==> config.mk <==
export PLATFORM = sky130hd
export DESIGN_NAME = pc_unit
export DESIGN_NICKNAME = d
export VERILOG_FILES = /design/src/rtl/pc_unit.sv
export SDC_FILE = /design/constraint.sdc
export NUM_CORES = 1
export LEC_CHECK = 0
export BUFFER_PORTS_ARGS = -buffer_cell sky130_fd_sc_hd__buf_2
export CORE_MARGIN = 1
export CORE_UTILIZATION = 50
export CTS_CLUSTER_SIZE = 8
export DETAILED_ROUTE_END_ITERATION = 16
export GPL_ROUTABILITY_DRIVEN = 0
export PLACE_DENSITY = 0.81
export SLEW_MARGIN = 20
export SYNTH_ARGS = -nofsm -noshare
export SYNTH_HDL_FRONTEND = slang
export SYNTH_SLANG_ARGS = --single-unit
export TNS_END_PERCENT = 10
==> constraint.sdc <==
create_clock -name clock -period 2.75 [get_ports clock]
set_input_delay 0.1375 -clock clock [delete_from_list [all_inputs] [get_ports clock]]
set_output_delay 0.1375 -clock clock [all_outputs]
set_load 0.01 [all_outputs]
==> src/rtl/pc_unit.sv <==
// rtl/pc_unit.sv - program counter with halt FSM and optional return-address stack
// Define PC_UNIT_RAS_EN to build the return-address stack; otherwise call acts as jump and ret is ignored.
module pc_unit #(
    parameter int              WIDTH     = 16,
    parameter int              STEP      = 2,
    parameter logic [WIDTH-1:0] RESET_VEC = '0,
    parameter int              RAS_DEPTH = 4
) (
    input  logic             clock,
    input  logic             reset,
    input  logic             stall,
    input  logic             halt,
    input  logic             branch_en,
    input  logic [WIDTH-1:0] branch_off,
    input  logic             jump_en,
    input  logic             call_en,
    input  logic             ret_en,
    input  logic [WIDTH-1:0] jump_target,
    output logic [WIDTH-1:0] pc,
    output logic [WIDTH-1:0] pc_next,
    output logic             halted,
    output logic             wrap,
    output logic             ras_empty,
    output logic             ras_full,
    output logic             ras_err
);

`ifdef PC_UNIT_RAS_EN
    localparam bit RAS_EN = 1'b1;
`else
    localparam bit RAS_EN = 1'b0;
`endif

    typedef enum logic {S_RUN, S_HALT} state_t;
    typedef enum logic [2:0] {
        OP_HOLD, OP_SEQ, OP_BRANCH, OP_JUMP, OP_CALL, OP_RET, OP_RET_EMPTY
    } op_t;

    state_t           state_q, state_d;
    op_t              op;
    logic [WIDTH-1:0] pc_d;
    logic [WIDTH-1:0] seq_pc;
    logic             seq_carry;
    logic             wrap_d;
    logic [WIDTH-1:0] ras_top;

    assign {seq_carry, seq_pc} = {1'b0, pc} + (WIDTH+1)'(STEP);

    // Priority decode: only one operation is ever chosen, so discarded requests have no side effects.
    always_comb begin
        state_d = state_q;
        op      = OP_HOLD;
        if (state_q == S_RUN && !stall) begin
            if (halt)
                state_d = S_HALT;
            else if (RAS_EN && ret_en)
                op = ras_empty ? OP_RET_EMPTY : OP_RET;
            else if (call_en)
                op = OP_CALL;
            else if (jump_en)
                op = OP_JUMP;
            else if (branch_en)
                op = OP_BRANCH;
            else
                op = OP_SEQ;
        end
    end

    always_comb begin
        pc_d = pc;
        case (op)
            OP_SEQ, OP_RET_EMPTY: pc_d = seq_pc;
            OP_BRANCH:            pc_d = pc + branch_off;
            OP_JUMP, OP_CALL:     pc_d = jump_target;
            OP_RET:               pc_d = ras_top;
            default:              pc_d = pc;
        endcase
    end

    always_comb begin
        wrap_d = 1'b0;
        if (state_q == S_HALT)
            wrap_d = wrap;
        else if (op == OP_SEQ || op == OP_RET_EMPTY)
            wrap_d = seq_carry;
    end

    assign pc_next = reset ? RESET_VEC : pc_d;
    assign halted  = (state_q == S_HALT);

    always_ff @(posedge clock) begin
        if (reset) begin
            state_q <= S_RUN;
            pc      <= RESET_VEC;
            wrap    <= 1'b0;
        end else begin
            state_q <= state_d;
            pc      <= pc_d;
            wrap    <= wrap_d;
        end
    end

`ifdef PC_UNIT_RAS_EN
    localparam int PW = $clog2(RAS_DEPTH);

    logic [WIDTH-1:0] ras_mem [RAS_DEPTH];
    logic [PW-1:0]    ras_wp;
    logic [PW-1:0]    ras_rp;
    logic [PW:0]      ras_cnt;

    // Circular buffer: a push when full lands on the oldest slot, so the newest entries survive.
    assign ras_rp    = ras_wp - PW'(1);
    assign ras_top   = ras_mem[ras_rp];
    assign ras_empty = (ras_cnt == '0);
    assign ras_full  = (ras_cnt == (PW+1)'(RAS_DEPTH));

    always_ff @(posedge clock) begin
        if (!reset && op == OP_CALL)
            ras_mem[ras_wp] <= seq_pc;
    end

    always_ff @(posedge clock) begin
        if (reset) begin
            ras_wp  <= '0;
            ras_cnt <= '0;
            ras_err <= 1'b0;
        end else begin
            if (state_q == S_RUN)
                ras_err <= (op == OP_RET_EMPTY) || (op == OP_CALL && ras_full);
            if (op == OP_CALL) begin
                ras_wp <= ras_wp + PW'(1);
                if (!ras_full)
                    ras_cnt <= ras_cnt + (PW+1)'(1);
            end else if (op == OP_RET) begin
                ras_wp  <= ras_rp;
                ras_cnt <= ras_cnt - (PW+1)'(1);
            end
        end
    end
`else
    assign ras_top   = '0;
    assign ras_empty = 1'b1;
    assign ras_full  = 1'b0;
    assign ras_err   = 1'b0;
`endif

endmodule

Word level (Yosys, flattened, before mapping):

Cells that the tools add are included.
W data, S select, Z words.

* bitwise logic cells: 1
* equal/unequal tests: 6
* reduce and logical (&&, ||, !) cells: 6
* mux-type cells: 8
* add/sub/neg operators: 2

Operators by type and width (number)
* $pmux W16 S4: 1
* $add A16 B2 Y17 const B: 1
* $add A16 B16 Y16: 1
* $mux W16: 1
* $eq A3 B3 Y1 const B: 3
* $mux W3: 3
* $eq A3 B2 Y1 const B: 2
* $mux W2: 2
* $reduce_or A2 Y1: 2
* $eq A3 B1 Y1 const B: 1
* $reduce_and A2 Y1: 1
* $logic_and A1 B1 Y1: 1
* $logic_not A1 Y1: 1
* $logic_or A1 B1 Y1: 1
* $mux W1: 1
* $not A1 Y1: 1

* input port bits: 40
* bits in registers: 18

Logic depth before layout (Yosys ltp):

* depth after elaboration: 9
* mapped depth: 9
* gate-level depth less buffers: 9

Worst setup path after synthesis:

OpenSTA, ideal clock, no wires.

* kind: register to output
* start: register pc[0]
* end: output port pc_next[14]
* data arrival time: 2.247 ns
* slack: 0.366 ns
* required time: 2.612 ns
* stages on the path, launching flop included: 10
* cells stage by stage: dfxtp_1 > ha_1 > inv_1 > fa_1 > nor2b_1 > o31a_1 > o2111a_1 > o21ai_0 > or4b_1 > nand3_1

* cells in the longest elaborated chain, start to end: 3
* elaborated cells between the ends (all ways): 4
* classes of those cells: add/sub (2); mux (2)

RTL lines
* from (decl): line 19 `output logic [WIDTH-1:0] pc,`
* from (signal assigned): line 98 `pc <= pc_d;`
* $add A16 B16 Y16 / $add A16 B2 Y17 (equally long branches): line 73, 47
* $pmux W16 S4 *: line 71 `case (op)`
* $mux W16 *
* to (decl): line 20 `output logic [WIDTH-1:0] pc_next,`

Every way passes the cells marked *; elsewhere a longest branch is shown, timed or not.

Worst setup path after layout:

* start: register pc[0]
* end: output port pc_next[12]

Same word-level chain as after synthesis.

==> metrics.md <==
| Metric | Value |
|---|---|
| Status | finished, final reports clean |
| Critical path fanouts, max | 2 |
| N_diodes | 0 |
| Netlist cell types | 53 |
| Worst-Skew Late Latency | 0.27 ns |
| Area contributors post-synth | dfxtp_1 18%, ha_1 10%, a21oi_1 7.7% |
| CP endpoint kind | primary output |
| Sequential Area | 363 um2 |
| Hold Fails Final Rpt | 0 |
| Die width | 65.4 um |
| Syn Std Cell Area | 2010 um2 |
| Yosys reg bits | 18 |
| CP Launch Type | register |
| RR Startpoint | pc[0] |
| Io pins | 77 |
| Core Region | 3740 um2 |
| TNS Setup | 0 ns |
| Fmax | 366 MHz |
| Vias in the first global route | 2,208 |
| Die footprint | 4270 um2 |
| Vias | 2,434 |
| Multi-input logic area | 1630 um2 |
| Worst-Margin Slew | 0.592 ns |
| Reg2Reg Depth | 9 |
| Clk sinks | 18 |
| Post-DRT Antenna Nets | 0 |
| GRT Total Usage | 0.300 |
| # hold bufs at CTS | 0 |
| First-pass iteration count of the detailed router | 5 |
| Peak supply drop | 0.185 mV |
| GR Util met3 | 0.0469 |
| CTS tree | yes |
| # port buffers | 72 |
| R2R Setup Slk | 0.47 ns |
| Asr flop ratio synth | 0 |
| Period Utilization, post-route | 0.993 |
| Drt initial violations | 179 |
| Die height | 65.4 um |
| First-pass GRT wire length | 10.0 mm |
| RSZ-0062 raised after global routing | true |
| Pins Over Slew Limit | 0 |
| Post-synthesis sequential area ratio | 0.179 |
| FILL cells | 346 |
| Initial antenna violation count | 0 |
| Drc violations | 0 |
| Clk_skew | 0.00777 ns |
| Non-filler cells, final | 394 |
| Routed vias/inst | 6.18 |
| Hold path cells | 3 |
| WL per Instance | 16.1 um |
| WS Path Type | register to primary output |
| Worst slack at placement | 0.135 ns |
| Rows | 22 |
| Top-area cell type share of the netlist area | 0.179 |
| Post-synth EDFFs | 0 |
| Root cell of the clock tree | clkbuf_8 |
| Placed Cells | 386 |
| Pleak | 1.14 nW |
| GR Util met2 | 0.519 |
| Synth Instances | 274 |
| P per Cell Area | 328 nW/um2 |
| CTS buffer count | 3 |
| Data arrival time of the critical path | 2.59 ns |
| Slew headroom | 0.606 |
| Worst Hold Launch | halt |
| Minimum clock period after layout | 2.73 ns |
| H-Tree Depth | 1 |
| Min-Delay Endpoint | halted |
| Synth warn | 0 |
| Critical path required time | 2.61 ns |
| Gr busiest metal | met2 |
| Largest net degree at the start of global routing | 23 |
| Post-Syn Area per Cell | 7.33 um2 |
| Final setup viols | 0 |
| Final WL | 6.36 mm |
| Final Worst Setup Slack | 0.0189 ns |
| Post-synth top flop | dfxtp_1 |
| Starting Density | 0.536 |
| Max Cap Violations | 0 |
| Yosys top cell by area | dfxtp_1 |
| Post-DP HPWL | 4.49 mm |
| Total gr overflow | 0 |
| Met1 GRT Util | 0.379 |
| Bufs on Longest Clock Path | 2 |
| Final nets | 404 |
| Proportion of layout cells with a drive suffix above 1 | 0.335 |
| Area delta synth->final | 29.7% |
| Reg clk slew, reported paths | 0.07 ns |
| R2r endpoint | pc[12] |
| Worst Hold Class | input port to register |
[timing repair]
action / CTS / global route
setup endpoints to repair: 2 / 8
pin swaps: 5 / 5
gates resized for setup: 11 / 13
setup buffers: 2 / 2
[report_power, final]
part / switching, mW / leakage (nW) / internal (mW)
clock network: 0.104 / 0.0288 / 0.128
registers: 0.0193 / 0.148 / 0.275
logic: 0.185 / 0.961 / 0.145
total: 0.308 / 1.14 / 0.547
[stage by stage]
stage	util	cell area [um2]	hold WS [ns]	power, mW
after floorplan	-	2010	0.278	0.497
after global placement	0.645	2410	0.403	0.588
after detailed placement	0.645	2410	0.423	0.595
after CTS	0.674	2520	0.150	0.837
after global routing	0.696	2600	0.148	0.906
final	0.696	2600	0.148	0.855
[cells in the mapped netlist (3+ instances only)]
| library cell | count |
|---|---|
| a211oi_1 | 6 |
| a21oi_1 | 31 |
| a31oi_1 | 3 |
| buf_2 | 3 |
| buf_4 | 3 |
| clkbuf_1 | 10 |
| dfxtp_1 | 18 |
| ha_1 | 16 |
| inv_1 | 12 |
| mux2i_1 | 3 |
| nand2_1 | 19 |
| nand3_1 | 13 |
| nand4_1 | 7 |
| nor2_1 | 26 |
| nor3_1 | 11 |
| o211ai_1 | 4 |
| o21a_1 | 3 |
| o21ai_0 | 22 |
| o221ai_1 | 3 |
| or2_2 | 3 |
| or3_1 | 3 |
| xnor2_1 | 11 |
| xor2_1 | 3 |
[registers in the layout, indices dropped and copies added (netlist names)]
name,flops
halted,1
pc,16
wrap,1
[how the worst max path moves through the flow]
stage,startpoint,endpoint,cells past startpoint
after CTS,pc[2],pc_next[10],9
after global placement,pc[0],pc_next[14],10
final,pc[0],pc_next[12],10
after floorplan,pc[0],pc_next[14],9
after detailed placement,pc[0],pc_next[12],10
after global routing,pc[0],pc_next[12],10
[area by class of cell]
class,instances,area share
repair buffers,83,0.175
well taps,48,0.0231
multi-input cells,229,0.624
clock buffers,4,0.0211
inverters,12,0.0173
flip-flops and latches,18,0.139
[per-layer routing]
layer  part of all wire  wire (um)
met3              0.078        494
met5                  0          0
met2               0.50       3150
met1               0.41       2610
met4              0.015         97
[cells by family (layout without fill, tap and decap cells)]
logic type                 after synthesis  count (layout)  synth area share
and+or+nand+nor                         96              96             0.241
AOI/OAI and AO/OA                       95              95             0.325
buffers and inverters                   28              99            0.0598
DFF                                     18              18             0.179
adders and majority gates               17              17             0.110
xor gates and xnor gates                14              14            0.0611
muxes                                    4               4            0.0206
other                                    2               3           0.00374
[placed cells by master, fill, tap and decap left out, drive strengths merged, types with 7 or more instances in the layout]
master  synthesis  routed
xnor2          11      11
nand4           7       7
a211oi          7       7
ha             16      16
dfxtp          18      18
nand3          14      14
inv            12      12
nand2          19      19
o21ai          22      22
buf             6      83
nor2           26      26
a21oi          31      31
nor3           11      11
[worst max-delay path, cell delays in order (launching register included)]
cell,delay (ns)
dfxtp_2,0.35
ha_4,0.14
inv_2,0.04
fa_2,0.34
nor2b_2,0.13
o31a_1,0.17
o2111a_2,0.28
o221ai_2,0.13
or4b_4,0.55
nand3_2,0.09
buf_6,0.10
(Power assumes the default switching activity.)
